===== src/rtl/packet_pkg.sv =====
// Shared types and helpers for the 4-port switch output scheduler.
package packet_pkg;

  localparam int unsigned N_PORTS = 4;
  localparam int unsigned DATA_W  = 16;
  localparam int unsigned IDX_W   = 2;

  typedef enum logic [1:0] {
    O_IDLE  = 2'd0,
    O_GRANT = 2'd1,
    O_VALID = 2'd2
  } out_state_t;

  typedef struct packed {
    logic             valid;
    logic [IDX_W-1:0] idx;
  } onehot_t;

  // Decode a one-hot destination mask; valid=0 for zero or multi-hot masks.
  function automatic onehot_t onehot_idx(input logic [N_PORTS-1:0] v);
    onehot_t r;
    r.valid = 1'b1;
    r.idx   = '0;
    case (v)
      4'b0001: r.idx = 2'd0;
      4'b0010: r.idx = 2'd1;
      4'b0100: r.idx = 2'd2;
      4'b1000: r.idx = 2'd3;
      default: r.valid = 1'b0;
    endcase
    return r;
  endfunction

endpackage


===== src/rtl/switch_out_arbiter_rr.sv =====
// Combinational 4-way round-robin picker starting the search at ptr.
module rr_arbiter4
  import packet_pkg::*;
(
  input  logic [3:0]       req,
  input  logic [IDX_W-1:0] ptr,
  input  logic             en,
  output logic [3:0]       gnt,
  output logic [IDX_W-1:0] gnt_idx,
  output logic             any
);

  always_comb begin
    gnt     = '0;
    gnt_idx = '0;
    any     = 1'b0;
    for (int k = 0; k < 4; k++) begin
      if (en && !any && req[ptr + IDX_W'(k)]) begin
        any                     = 1'b1;
        gnt_idx                 = ptr + IDX_W'(k);
        gnt[ptr + IDX_W'(k)]    = 1'b1;
      end
    end
  end

endmodule


===== src/rtl/switch_out_arbiter.sv =====
// Per-output round-robin scheduler and crossbar: grants inputs, captures the
// granted packet into each output register and hands it off via valid/ready.
module switch_out_arbiter
  import packet_pkg::*;
(
  input  logic                        clk,
  input  logic                        rst_n,
  input  logic [N_PORTS-1:0]          req,
  input  logic [N_PORTS*N_PORTS-1:0]  dst,
  input  logic [N_PORTS*DATA_W-1:0]   pkt_data,
  output logic [N_PORTS-1:0]          grant,
  output logic [N_PORTS-1:0]          err_drop,
  output logic [N_PORTS*DATA_W-1:0]   out_data,
  output logic [N_PORTS*IDX_W-1:0]    out_src,
  output logic [N_PORTS-1:0]          out_valid,
  input  logic [N_PORTS-1:0]          out_ready
);

  logic                        r_arm;
  logic [N_PORTS-1:0]          r_grant;
  logic [N_PORTS-1:0]          r_err;
  logic [N_PORTS-1:0]          r_out_valid;
  logic [N_PORTS*DATA_W-1:0]   r_out_data;
  logic [N_PORTS*IDX_W-1:0]    r_out_src;
  logic [IDX_W-1:0]            r_ptr   [N_PORTS];
  logic [IDX_W-1:0]            r_cap   [N_PORTS];
  out_state_t                  r_state [N_PORTS];

  onehot_t                     w_dec      [N_PORTS];
  logic [N_PORTS-1:0]          w_elig;
  logic [N_PORTS-1:0]          w_bad;
  logic [N_PORTS-1:0]          w_avail;
  logic [N_PORTS-1:0]          w_cont     [N_PORTS];
  logic [N_PORTS-1:0]          w_gnt      [N_PORTS];
  logic [IDX_W-1:0]            w_gnt_idx  [N_PORTS];
  logic [N_PORTS-1:0]          w_any;
  logic [N_PORTS-1:0]          w_grant_nxt;
  logic [N_PORTS-1:0]          w_err_nxt;
  logic [IDX_W-1:0]            w_ptr_nxt  [N_PORTS];
  logic [IDX_W-1:0]            w_cap_nxt  [N_PORTS];
  out_state_t                  w_state_nxt[N_PORTS];

  // Eligibility masks out the input being popped this cycle and the first cycle after reset.
  always_comb begin
    w_elig  = '0;
    w_bad   = '0;
    w_avail = '0;
    for (int o = 0; o < N_PORTS; o++) w_cont[o] = '0;
    for (int i = 0; i < N_PORTS; i++) begin
      w_dec[i]  = onehot_idx(dst[i*N_PORTS +: N_PORTS]);
      w_elig[i] = req[i] & ~r_grant[i] & r_arm;
      w_bad[i]  = w_elig[i] & ~w_dec[i].valid;
      for (int o = 0; o < N_PORTS; o++) begin
        if (w_elig[i] && w_dec[i].valid && (w_dec[i].idx == IDX_W'(o)))
          w_cont[o][i] = 1'b1;
      end
    end
    for (int o = 0; o < N_PORTS; o++)
      w_avail[o] = (r_state[o] == O_IDLE) || ((r_state[o] == O_VALID) && out_ready[o]);
  end

  for (genvar g = 0; g < N_PORTS; g++) begin : g_arb
    rr_arbiter4 u_arb (
      .req     (w_cont[g]),
      .ptr     (r_ptr[g]),
      .en      (w_avail[g]),
      .gnt     (w_gnt[g]),
      .gnt_idx (w_gnt_idx[g]),
      .any     (w_any[g])
    );
  end

  // Output FSMs, pointer update and grant merge; bad-dst requests are popped with err_drop.
  always_comb begin
    w_grant_nxt = w_bad;
    w_err_nxt   = w_bad;
    for (int o = 0; o < N_PORTS; o++) begin
      w_state_nxt[o] = r_state[o];
      w_ptr_nxt[o]   = r_ptr[o];
      w_cap_nxt[o]   = r_cap[o];
      case (r_state[o])
        O_IDLE:  if (w_any[o]) w_state_nxt[o] = O_GRANT;
        O_GRANT: w_state_nxt[o] = O_VALID;
        O_VALID: if (out_ready[o]) w_state_nxt[o] = w_any[o] ? O_GRANT : O_IDLE;
        default: w_state_nxt[o] = O_IDLE;
      endcase
      if (w_any[o]) begin
        w_grant_nxt  = w_grant_nxt | w_gnt[o];
        w_ptr_nxt[o] = w_gnt_idx[o] + IDX_W'(1);
        w_cap_nxt[o] = w_gnt_idx[o];
      end
    end
  end

  always_ff @(posedge clk or negedge rst_n) begin
    if (!rst_n) begin
      r_arm       <= 1'b0;
      r_grant     <= '0;
      r_err       <= '0;
      r_out_valid <= '0;
      r_out_data  <= '0;
      r_out_src   <= '0;
      for (int o = 0; o < N_PORTS; o++) begin
        r_ptr[o]   <= '0;
        r_cap[o]   <= '0;
        r_state[o] <= O_IDLE;
      end
    end else begin
      r_arm   <= 1'b1;
      r_grant <= w_grant_nxt;
      r_err   <= w_err_nxt;
      for (int o = 0; o < N_PORTS; o++) begin
        r_ptr[o]       <= w_ptr_nxt[o];
        r_cap[o]       <= w_cap_nxt[o];
        r_state[o]     <= w_state_nxt[o];
        r_out_valid[o] <= (w_state_nxt[o] == O_VALID);
        // The winning input is popping this cycle, so its FIFO head is still valid.
        if (r_state[o] == O_GRANT) begin
          r_out_data[o*DATA_W +: DATA_W] <= pkt_data[r_cap[o]*DATA_W +: DATA_W];
          r_out_src[o*IDX_W +: IDX_W]    <= r_cap[o];
        end
      end
    end
  end

  assign grant     = r_grant;
  assign err_drop  = r_err;
  assign out_valid = r_out_valid;
  assign out_data  = r_out_data;
  assign out_src   = r_out_src;

endmodule


===== config.mk =====
export PLATFORM = sky130hd
export DESIGN_NAME = switch_out_arbiter
export DESIGN_NICKNAME = d
export VERILOG_FILES = /design/src/rtl/packet_pkg.sv /design/src/rtl/switch_out_arbiter_rr.sv /design/src/rtl/switch_out_arbiter.sv
export SDC_FILE = /design/constraint.sdc
export NUM_CORES = 1
export LEC_CHECK = 0
export ABC_AREA = 1
export CORE_ASPECT_RATIO = 0.5
export CORE_MARGIN = 5
export CORE_UTILIZATION = 50
export DETAILED_ROUTE_END_ITERATION = 12
export GPL_ROUTABILITY_DRIVEN = 1
export PLACE_DENSITY = 0.79
export RECOVER_POWER = 25
export SLEW_MARGIN = 20
export SYNTH_ARGS = -nofsm -noshare
export SYNTH_HDL_FRONTEND = slang
export SYNTH_SLANG_ARGS = --single-unit

===== constraint.sdc =====
create_clock -name clk -period 3.3 [get_ports clk]
set_clock_uncertainty 0.2 [all_clocks]
set_input_delay 0.33 -clock clk [delete_from_list [all_inputs] [get_ports clk]]
set_output_delay 0.33 -clock clk [all_outputs]
set_load 0.03 [all_outputs]

* After elaboration in Yosys (flattened, before gate mapping)
Index checks and enable logic that the tools add are counted. Widths: inputs -> output; s select.
Storage, ports and cells: register bits 109, input bits 90
Operators by class: add/sub/neg operators 16, order comparisons 32, equal/unequal tests 40, shift operators 4, mux-type cells 156, bitwise logic cells 36, reductions and logical operators 96
Operators with widths (count):
- $shiftx 64x7->16 | 4
- $mux 4 | 20
- $mux 1 | 72
- $logic_and 1x1->1 | 68
- $or 4x4->4 | 16
- $lt 2x3->1 const B | 16
- $mux 2 | 24
- $pmux 2 s3 | 8
- $bmux 1 s2 | 16
- $demux 1 s2 | 16
- $eq 2x2->1 const B | 16
- $ge 2x1->1 const B | 16
- $add 2x1->2 const B | 8
- $add 2x2->2 const B | 8
- $eq 2x1->1 const B | 8
- $eq 4x1->1 const B | 4
- $eq 4x2->1 const B | 4
- $eq 4x3->1 const B | 4
- $eq 4x4->1 const B | 4
- $logic_not 2->1 | 8
- $reduce_or 4->1 | 4
- $and 1x1->1 | 12
- $logic_not 1->1 | 12
- $not 1->1 | 8
- $logic_or 1x1->1 | 4

* Logic depth before layout (Yosys ltp)
Gate-level depths: netlist of the first run.
depth after elaboration 30, depth in mapped cells 18, depth with buffers taken out 18

* Hierarchy
Synthesis of the first run repeated with hierarchy kept, for this count alone.
Second synthesis, totals: cell total of the unflattened synthesis 1339, area total of the unflattened synthesis 8739.6 sq um
By module, submodules not included:
- switch_out_arbiter | instances 1, cells each 972, area each 6603.8 sq um
- rr_arbiter4 (g_arb[0].u_arb ...) | instances 3, cells each 92, area each 543.0 sq um
- rr_arbiter4 (g_arb[3].u_arb) | instances 1, cells each 91, area each 506.7 sq um

* Least setup slack after synthesis of the first run
Ideal clock, no wire load.
path type reg2reg, from register r_ptr[4] (netlist bit), to register r_ptr[5] (netlist bit), data arrival time 1.949 ns, path slack 1.035 ns, stages on the path, launching flop included 14, path buffers 1, clock period less this slack 2.265 ns, path through dfrtp_1 -> buf_2 -> clkinv_1 -> ha_1 -> inv_1 -> nand3_2 -> nand3_1 -> nand3_1 -> nor2_2 -> nand2_1 -> nand2_1 -> inv_2 -> nand2_1 -> nand2_1
Between the ends: word-level cells in the longest chain between the ends 17, elaborated cells on any way between the ends 30
Ends and longest elaborated chain:
- start, declared | RTL line switch_out_arbiter.sv:25 | logic [IDX_W-1:0] r_ptr [N_PORTS];
- start signal, assigned by index | RTL line switch_out_arbiter.sv:113 | r_ptr[o] <= w_ptr_nxt[o];
- $bmux 1 s2 | RTL line switch_out_arbiter_rr.sv:18 | if (en && !any && req[ptr + IDX_W'(k)]) begin
- $mux 1 (implied by the code) | RTL line switch_out_arbiter_rr.sv:18
- $logic_and 1x1->1 | RTL line switch_out_arbiter_rr.sv:18
- $mux 1 | RTL line switch_out_arbiter_rr.sv:18
- $logic_not 1->1 | RTL line switch_out_arbiter_rr.sv:18
- $logic_and 1x1->1 (2 in series) | RTL line switch_out_arbiter_rr.sv:18
- $mux 1 | RTL line switch_out_arbiter_rr.sv:18
- $logic_not 1->1 | RTL line switch_out_arbiter_rr.sv:18
- $logic_and 1x1->1 (2 in series) | RTL line switch_out_arbiter_rr.sv:18
- $mux 1 | RTL line switch_out_arbiter_rr.sv:18
- $logic_not 1->1 | RTL line switch_out_arbiter_rr.sv:18
- $logic_and 1x1->1 (2 in series) | RTL line switch_out_arbiter_rr.sv:18
- $mux 2 | RTL line switch_out_arbiter_rr.sv:18
- $add 2x1->2 | RTL line switch_out_arbiter.sv:89 | w_ptr_nxt[o] = w_gnt_idx[o] + IDX_W'(1);
Several ways; a longest one is shown, not always the timed one. The select of a mux whose other input is x is not followed. A chain may end at the register's enable or synchronous reset.

* Worst setup path after layout of the first run
from register r_state[2] (netlist bit), to register r_out_data[39], in the netlist out_data[39]
Between the ends: word-level cells in the longest chain between the ends 1
Ends and longest elaborated chain:
- start, declared | RTL line switch_out_arbiter.sv:27 | out_state_t r_state [N_PORTS];
- start signal, assigned by index | RTL line switch_out_arbiter.sv:115 | r_state[o] <= w_state_nxt[o];
- $eq 2x1->1 | RTL line switch_out_arbiter.sv:118 | if (r_state[o] == O_GRANT) begin
- end signal, assigned by index | RTL line switch_out_arbiter.sv:119 | r_out_data[o*DATA_W +: DATA_W] <= pkt_data[r_cap[o]*DATA_W +: DATA_W];
- end, declared | RTL line switch_out_arbiter.sv:23 | logic [N_PORTS*DATA_W-1:0] r_out_data;
Every way passes these cells.

==> out/qor.yml, run 1 <==
worst_setup_path:
  critPathMaxFanout: 12
  criticalPathCategory: "flop to flop"
  cp_data_required_time_ns: 3.32
  cp.depth: 7
  rr_worst_depth: 7
  crit_path_frequent_cell: "nor2_1"
  end_kind: "flop"
  crit_family: "simple AND/OR/NAND/NOR gates"
  critPathBufInv: 3
  critPathLaunchType: "flop"
  path_cells: "inv_1 -> nor2_1 -> clkbuf_1 -> clkinv_1 -> nor2_1 -> o211ai_1 -> o311ai_0"
  crit_slowest_cell: "nor2_1"
  slowest_delay_ns: 0.71
  cp_data_arrival_time_ns: 2.61
placement:
  portBuffers: 173
  hpwlAfterDp_mm: 20.8
  routabilityCongestion: 0.955
  dp_cells: 1481
synthesis:
  synth.top_cells.by_count: "nand2_1, inv_1, dfrtp_1, nor2_1, o21ai_0"
  avgSynthCellArea_um2: 6.98
  netlist_instances: 1142
  synth-seq-area-share: 0.342
  synth_largest_area_cell: "dfrtp_1"
  synth_ff_type: "dfrtp_1"
  synth_top_area_share: 0.342
  syn_nets: 1248
  ys_types: 41
  synthArstFlopShare: 1.00
  syn_area_um2: 7970
  ys_seq_elements: 109
  synth-edff-count: 0
  synth_warnings: 0
  synth_most_common_cell: "nand2_1"
  synth_area_leaders: "dfrtp_1, nand2_1, o211ai_1"
timing:
  tightest_slew_ns: 1.49
  tns_ns: 0
  rsz0062_at_grt: "no"
  relSlewSlack: 0.00880
  finalSetupViolCount: 0
  fin_crit_ns: 2.59
  maxSlewViolCount: 0
  finalCritPeriodShare: 0.785
  fmax_mhz: 386
  hold_viol: 0
pwr:
  ir_drop_mv: 0.501
  intPower_w: 0.00515
  p_per_area_nw_per_um2: 1070
  p_seq_frac: 0.247
  p_sw_frac: 0.528
  switchingPower_w: 0.00576
  p_clk_frac: 0.100
  combPwrFrac: 0.653
  leakage_nw: 4.61
cells_and_area:
  nNetsFinal: 1395
  fin_cells: 1497
  drive_gt1_frac: 0.0750
  area_delta_synth_final_pct: 27.4
  diodes: 0
  fin_util: 0.654
worst_hold_path:
  hold_class: "flop to flop"
  hold_depth: 1
route:
  routedWlPerCell_um: 17.9
  dr.pass1.iters: 5
  vias: 8692
  drcViolationCount: 0
  avgViaCountPerCell: 5.81
  routed_wirelength_mm: 26.8
  drt_iter0_markers: 715
  drtAntennaViolNets: 0
run:
  maxCapViolCount: 0
global_routing:
  grt_pass1_wl_mm: 43.2
  grtUsageTotal: 0.281
  grt_start_max_net_pins: 62
  grt_pass1_vias: 8211
  overflow: 0
  antenna_found_initial: 1
floorplan:
  core-area_um2: 15500
  dieHeight_um: 99.3
  dieArea_um2: 18700
  fp.dieW_um: 189
  io_pins: 174
  rows: 32
  initial_core_util: 0.513
cts:
  cts_tree: "built"
  cts_buffers: 9
  numClockSinks: 109
  ctsResizeCount: 0
  path_clk_slew_ns: 0.07
  cts_htree_levels: 3
  root_buffer: "clkbuf_16"
  post_cts_buffers: 0
  clockBufferDepth: 2
  cts_hold_buffers: 1
  clock_latency_ns: 0.35
run_status:
  outcome: "completed"
## layout by cell type (no fill, tap or decap), types with 9 or more instances in the layout
master	Yosys	routed
a21oi_1	41	41
a31oi_1	35	35
buf_4	0	9
clkbuf_16	0	9
clkdlybuf4s50_1	0	172
dfrtp_1	109	108
ha_1	16	16
inv_1	116	116
inv_2	16	16
nand2_1	271	271
nand3_1	79	79
nand3_2	11	11
nand4_1	32	32
nor2_1	104	103
nor2_2	8	9
o211ai_1	66	66
o21ai_0	84	84
o21ai_1	13	13
o311ai_0	29	29
## worst paths after layout
path | slack [ns] | end | from
worst min register to register | 0.29 | r_state[7]$_DFF_PN0_ | r_state[6]$_DFF_PN0_
worst max-delay path | 0.71 | out_data[39]$_DFFE_PN0N_ | r_state[2]$_DFF_PN0_
min in group asynchronous | 0.67 | r_ptr[4]$_DFFE_PN0N_ | rst_n
worst max register to register | 0.71 | out_data[39]$_DFFE_PN0N_ | r_state[2]$_DFF_PN0_
worst min-delay path | 0.29 | r_state[7]$_DFF_PN0_ | r_state[6]$_DFF_PN0_
max in group asynchronous | 1.22 | r_state[7]$_DFF_PN0_ | rst_n
## per-layer routing
metal	global-route usage	share of wire	vias to the layer above
li1	-	-	4212
met1	0.380	0.43	4010
met2	0.463	0.46	403
met3	0.0431	0.072	65
met4	0.103	0.034	2
met5	0	0.00045	-
## logic make-up after synthesis
family / after synthesis / share of synthesized area
and+or+nand+nor: 549 / 0.324
AOI/OAI and AO/OA: 276 / 0.217
buffers and inverters: 191 / 0.0912
DFF: 109 / 0.342
adders and majority gates: 16 / 0.0251
other: 1 / 0.000470
## final cells by class
| cell class | count | area (um2) |
|---|---|---|
| well taps | 204 | 255 |
| fillers | 1343 | 5380 |
| clock inverters | 5 | 61.3 |
| flip-flops and latches | 109 | 2730 |
| inverters | 136 | 510 |
| repair buffers | 191 | 1850 |
| multi-input cells | 842 | 4520 |
| clock buffers | 10 | 229 |
## power by group through the flow
| stage | Combinational [W] | Clock [W] | Sequential [W] |
|---|---|---|---|
| 2_1_floorplan | 0.00405 | 0 | 0.00337 |
| 3_3_place_gp | 0.00700 | 0 | 0.00269 |
| 3_5_place_dp | 0.00710 | 0 | 0.00269 |
| 4_1_cts | 0.00712 | 0.00111 | 0.00268 |
| 5_1_grt | 0.00784 | 0.00117 | 0.00279 |
| 6_report | 0.00712 | 0.00110 | 0.00269 |
## through the flow
step                setup slack (ns)  power [W]  cell area (um2)  hold WS (ns)
finish                         0.709     0.0109            10200         0.292
CTS                            0.828     0.0109            10200         0.294
global route                   0.484     0.0118            10200         0.305
detailed placement             0.454    0.00980             9880         0.241
floorplan                       1.03    0.00742             7970        -0.166
global placement               0.497    0.00969             9880         0.236
## state kept, by name (all words and copies together) (netlist names)
register / cells
r_ptr: 8
out_valid: 4
out_src: 8
err_drop: 4
r_state: 8
r_cap: 8
grant: 4
out_data: 64
r_arm: 1
(Power assumes the default switching activity.)
==> run 2: changes to the inputs <==
- clock period: 3.3 -> 2.5 ns (I/O delays scaled with it)
==> run 2 against run 1 <==
Effect of this change: combinational power up 45%; worst setup slack worse by 0.59 ns; critical path depth up 10; sequential share of layout area down 1.9 points; sequential power up 25%; largest cell class unchanged; largest power group unchanged.
==> out/qor.yml, run 2 (same netlist as run 1, synthesis figures left out) <==
worst_setup_path:
  rr_worst_depth: 12  # +5
  crit_slowest_cell: "clkdlybuf4s50_1"
  end_kind: "flop"
  rrSetupSlack_ns: 0.15  # -0.56 ns
  critPathLaunchType: "input port"
  path_cells: "clkdlybuf4s50_1 -> nor2_1 -> nand2_1 -> buf_4 -> nand2_1 -> nor2_1 -> nand4_1 -> nand3_1 -> nand2_2 -> inv_2 -> nor2_4 -> nand2_1 -> nand2_1 -> nor2_1 -> nand2_1 -> nor2_1 -> nand3_1"
  slowest_delay_ns: 0.56  # -0.15 ns
  critPathMaxFanout: 5  # -7
  criticalPathCategory: "input port to flop"
  cp_data_required_time_ns: 2.53  # -0.79 ns
  cp_data_arrival_time_ns: 2.41  # -0.20 ns
  crit_path_frequent_cell: "nand2_1"
  r2r-end: "r_ptr[7]$_DFFE_PN0N_"
  r2r-start: "r_ptr[6]$_DFFE_PN0N_"
pwr:
  combPwrFrac: 0.672  # +0.019
  switchingPower_w: 0.00784  # +36%
  ir_drop_mv: 0.623  # +24%
  p_seq_frac: 0.218  # -0.029
  p_sw_frac: 0.511  # -0.0175
  finalPower_w: 0.0154  # +41%
  intPower_w: 0.00752  # +46%
  p_clk_frac: 0.110  # +0.010
  leakage_nw: 5.12  # +11%
  p_per_area_nw_per_um2: 1410  # +31%
route:
  routed_wirelength_mm: 28.3  # +5.4%
  drcViolationCount: 0  # unchanged
  avgViaCountPerCell: 5.80  # about the same
  vias: 9132  # +5.1%
  dr.pass1.iters: 5  # unchanged
  drt_iter0_markers: 877  # +23%
  drtAntennaViolNets: 0  # unchanged
  routedWlPerCell_um: 18.0  # +0.28%
global_routing:
  grtUsageTotal: 0.291  # +0.00987
  grt_pass1_wl_mm: 44.4  # +2.8%
  overflow: 0  # unchanged
  grt_start_max_net_pins: 62  # unchanged
  antenna_found_initial: 0  # -1
  grt_pass1_vias: 8634  # +5.2%
timing:
  finalCritPeriodShare: 0.954
  fmax_mhz: 419
  hold_viol: 0  # unchanged
  timing.hold.ws_ns: 0.282  # -0.0106 ns
  tightest_slew_ns: 1.08  # -0.409 ns
  maxSlewViolCount: 0  # unchanged
  rsz0062_at_grt: "yes"
  finalSetupViolCount: 0  # unchanged
  fin_crit_ns: 2.38
  relSlewSlack: 0.281  # +0.272
cells_and_area:
  layout_common_cells: "nand2_1, clkdlybuf4s50_1, inv_1"
  fin_cells: 1574  # +5.1%
  fin_util: 0.704  # +0.0499
  nNetsFinal: 1470  # +5.4%
  fin_area_um2: 10900  # +7.6%
  largest_reg_flops: 64  # unchanged
  area_delta_synth_final_pct: 37.1
  fillers: 1320  # -1.7%
  final_common_cell: "nand2_1"
  drive_gt1_frac: 0.142  # +0.0674
worst_hold_path:
  hold_class: "flop to flop"
  holdPathEnd: "out_valid[3]$_DFF_PN0_"
  hold_depth: 1  # unchanged
  min_from: "r_state[0]$_DFF_PN0_"
floorplan:
  core-area_um2: 15500  # unchanged
  io_pins: 174  # unchanged
  dieArea_um2: 18700  # unchanged
  dieHeight_um: 99.3  # unchanged
  fp.dieW_um: 189  # unchanged
  rows: 32  # unchanged
  initial_core_util: 0.513  # unchanged
run_status:
  outcome: "completed"
cts:
  clock_latency_ns: 0.35  # about the same
  cts_buffers: 9  # unchanged
  cts_tree: "built"
  root_buffer: "clkbuf_16"
  clockBufferDepth: 2  # unchanged
  cts_htree_levels: 3  # unchanged
  path_clk_slew_ns: 0.08  # about the same
  numClockSinks: 109  # unchanged
placement:
  portBuffers: 173  # unchanged
  dp_cells: 1548  # +4.5%
  hpwlAfterDp_mm: 21.5  # +3.4%
  placed_area_um2: 10400  # +5.3%
  routabilityCongestion: 0.940  # -1.6%
run:
  maxCapViolCount: 0  # unchanged
[run 2: critical path: cells and delay by family]
kind          cells  cell delay, ns
simple gates     14            1.37
buf+inv           3            0.80
[run 2: power groups by stage]
| stage | Combinational [W] | Clock (W) | Sequential [W] |
|---|---|---|---|
| final | 0.0103 | 0.00169 | 0.00335 |
| after detailed placement | 0.0101 | 0 | 0.00337 |
| after global placement | 0.00983 | 0 | 0.00335 |
| after CTS | 0.0101 | 0.00169 | 0.00335 |
| after floorplan | 0.00535 | 0 | 0.00445 |
| after global routing | 0.0113 | 0.00178 | 0.00345 |
[run 2: metal layers]
metal	vias to the layer above	share of wire	wire length (um)	GRT usage
met5	-	0	0	0
met4	0	0.037	1050	0.108
met3	77	0.083	2350	0.0456
met2	484	0.46	13200	0.485
met1	4209	0.42	11700	0.388
li1	4362	-	-	-
[run 2: area by class of cell]
type	count	area [um2]	share of cell area
clock buffer	10	239	0.0219
tap	204	255	0.0233
antenna	1	2.50	0.000229
inverter	136	513	0.0469
clock inverter	6	110	0.0101
sequential	109	2730	0.249
timing repair buffer	265	2460	0.225
multi-input combinational	843	4630	0.423
[run 2: how the worst max path moves through the flow]
stage                                     from                   end  cells past startpoint
after floorplan           r_ptr[4]$_DFFE_PN0N_  r_ptr[5]$_DFFE_PN0N_                     13
after global placement                  dst[6]  r_ptr[7]$_DFFE_PN0N_                     16
after detailed placement                dst[5]    grant[3]$_DFF_PN0_                     15
after CTS                   grant[1]$_DFF_PN0_    grant[3]$_DFF_PN0_                     12
after global routing                    dst[6]    grant[0]$_DFF_PN0_                     18
final                                   dst[2]    grant[2]$_DFF_PN0_                     17
[run 2: repair_timing]
| item | CTS | global route |
|---|---|---|
| setup buffers | 0 | 7 |
| endpoints found under the setup margin | 0 | 15 |
| hold buffers | 1 | 0 |
| resized for setup | 0 | 33 |
| hold endpoints to repair | 38 | 0 |
[run 2: metrics by stage]
step / worst slack, ns / setup TNS, ns
final: 0.116 / 0
after global routing: -0.0275 / -0.0793
after CTS: 0.0859 / 0
after detailed placement: -0.274 / -4.28
after global placement: -0.204 / -2.06
after floorplan: 0.235 / 0
==> edit: new RTL, settings of run 2 <==
Reset style: synchronous (`rst_n`), changed in one clocked block.
--- a/src/rtl/switch_out_arbiter.sv
+++ b/src/rtl/switch_out_arbiter.sv
@@ -93,5 +93,5 @@
   end
 
-  always_ff @(posedge clk or negedge rst_n) begin
+  always_ff @(posedge clk) begin
     if (!rst_n) begin
       r_arm       <= 1'b0;
Function: differs if rst_n is asserted again (counterexample within 4 cycles, from zero or initial values and one cycle with rst_n low); with rst_n held inactive, the same outputs for 4 cycles.
==> edit against run 2 <==
Count of clock-buffer cells in the layout is 1 lower; largest power group unchanged; sequential cell count stayed put; fmax is 3.6% lower; wire length is 2.8% lower; via count is 3.0% higher; cell area is 0.39% lower; core utilization is 0.27 points higher; worst setup slack worse by 0.090 ns; combinational power is 23% lower; area after synthesis is 1.1% lower; largest cell class unchanged; power is 19% lower; worst hold slack worse by 0.035 ns; first-iteration DRC count is 18% lower; synthesized cell count is 11% higher.
==> edit: results (changes against run 2) <==
sw power=6110 uW (-22%); Syn Area/Cell=6.22 um2 (-11%); first-pass GRT wire length=43,500 um (-2.1%); wire per inst=16.4 um (-8.7%); CTS Buffer Depth=2 (unchanged); FF-to-FF path depth=17 (+5); Crit Path Max Fanout=6 (+1); GRT Util Overall=28.0% (-1.1 points); Comb pwr share=64.0% (-3.2 points); Power Sequential=2860 uW (-15%); Finished Layout Cells=1,677 (+6.5%); Place WS=-0.457 ns (-0.182 ns); WHS Path Cells=5 (+4); syn_nets=1,374 (+10%); # fillers=1,371 (+3.9%); clock root cell=clkbuf_16; vias in the first global route=8,735 (+1.2%); Async SR Flop Fraction=0% (-100 points); CTS Buf Count=9 (unchanged); top_reg_cell synth=dfxtp_1; antenna cells=0 (-1); RePlAce Congestion=1.04 (+10%); top cells by area, synth=dfxtp_1, nand2_1, o211ai_1, inv_1, o21ai_0; Max-slew headroom=33.5% (+5.3 points); Hold Path Class=input pin to register; peak supply drop=0.000691 V (+11%); post-synth cell types=38 (-7.3%); dpl cell area=10,300 um2 (-1.4%); Iteration-0 DRC Markers=722 (-18%); register area share after synthesis=27.7% (-6.5 points); status=complete, no violations; largest net degree at the start of global routing=69 (+11%); layout cells sized above 1=14.5% (+0.28 points); biggest cell delay along the critical path=0.50 ns (-0.06 ns); Via density=5.61 (-3.4%); Final nets=1,575 (+7.1%); DPL Wire Length=20,100 um (-6.5%); top cells by count, synth=nand2_1, inv_1, o21ai_0, nand3_1, nor2_1
==> edit: final cells by class <==
cell class / count / share of cell area, %
tap: 204 / 2.34
clock inverter: 6 / 0.873
multi-input combinational: 897 / 45.7
sequential: 109 / 20.1
timing repair buffer: 256 / 22.1
inverter: 196 / 6.76
clock buffer: 9 / 2.07
==> edit: metrics by stage <==
stage | utilization [%] | setup TNS (ns)
6_report | 70.6 | 0
5_1_grt | 70.6 | -0.733
4_1_cts | 68.8 | 0
3_5_place_dp | 66.6 | -5.72
3_3_place_gp | 66.6 | -4.39
2_1_floorplan | - | 0
==> edit: cell families (layout without fill, tap and decap cells) <==
logic type,Yosys count,after routing,synth area share [%]
buffers and inverters,262,467,12.5
AND/OR/NAND/NOR,552,552,32.6
adder cells (fa/ha/maj),16,16,2.54
AO/OA/AOI/OAI,328,328,24.5
flip-flops,109,109,27.7
multiplexers,1,1,0.175
==> edit: path summary, 6_finish.rpt <==
kind	end	slack, ns	from
min	err_drop[1]$_SDFF_PN0_	0.25	dst[4]
min reg2reg	r_state[3][1]$_SDFF_PN0_	0.27	r_state[3][0]$_SDFF_PN0_
max	grant[3]$_SDFF_PN0_	0.03	dst[3]
max reg2reg	grant[3]$_SDFF_PN0_	0.10	grant[3]$_SDFF_PN0_
==> edit: worst min-delay path: stages <==
cell	delay [ns]
dlymetal6s2s_1	0.15
nand2_1	0.09
nand3_2	0.11
nand4_1	0.11
nor2_1	0.05
==> edit: per-layer routing <==
metal,global-route usage [%],share of wire [%],vias to the layer above
met1,36.9,44,4305
met3,5.94,7.1,49
met5,0,0,-
li1,-,-,4656
met4,6.37,2.0,0
met2,47.5,46,393
==> edit: what timing repair did <==
item                       in CTS  in global routing
gates resized for setup         3                 84
buffers inserted                0                  5
pin swaps                       0                 25
gates cloned                    0                  0
setup endpoints to repair       3                 21
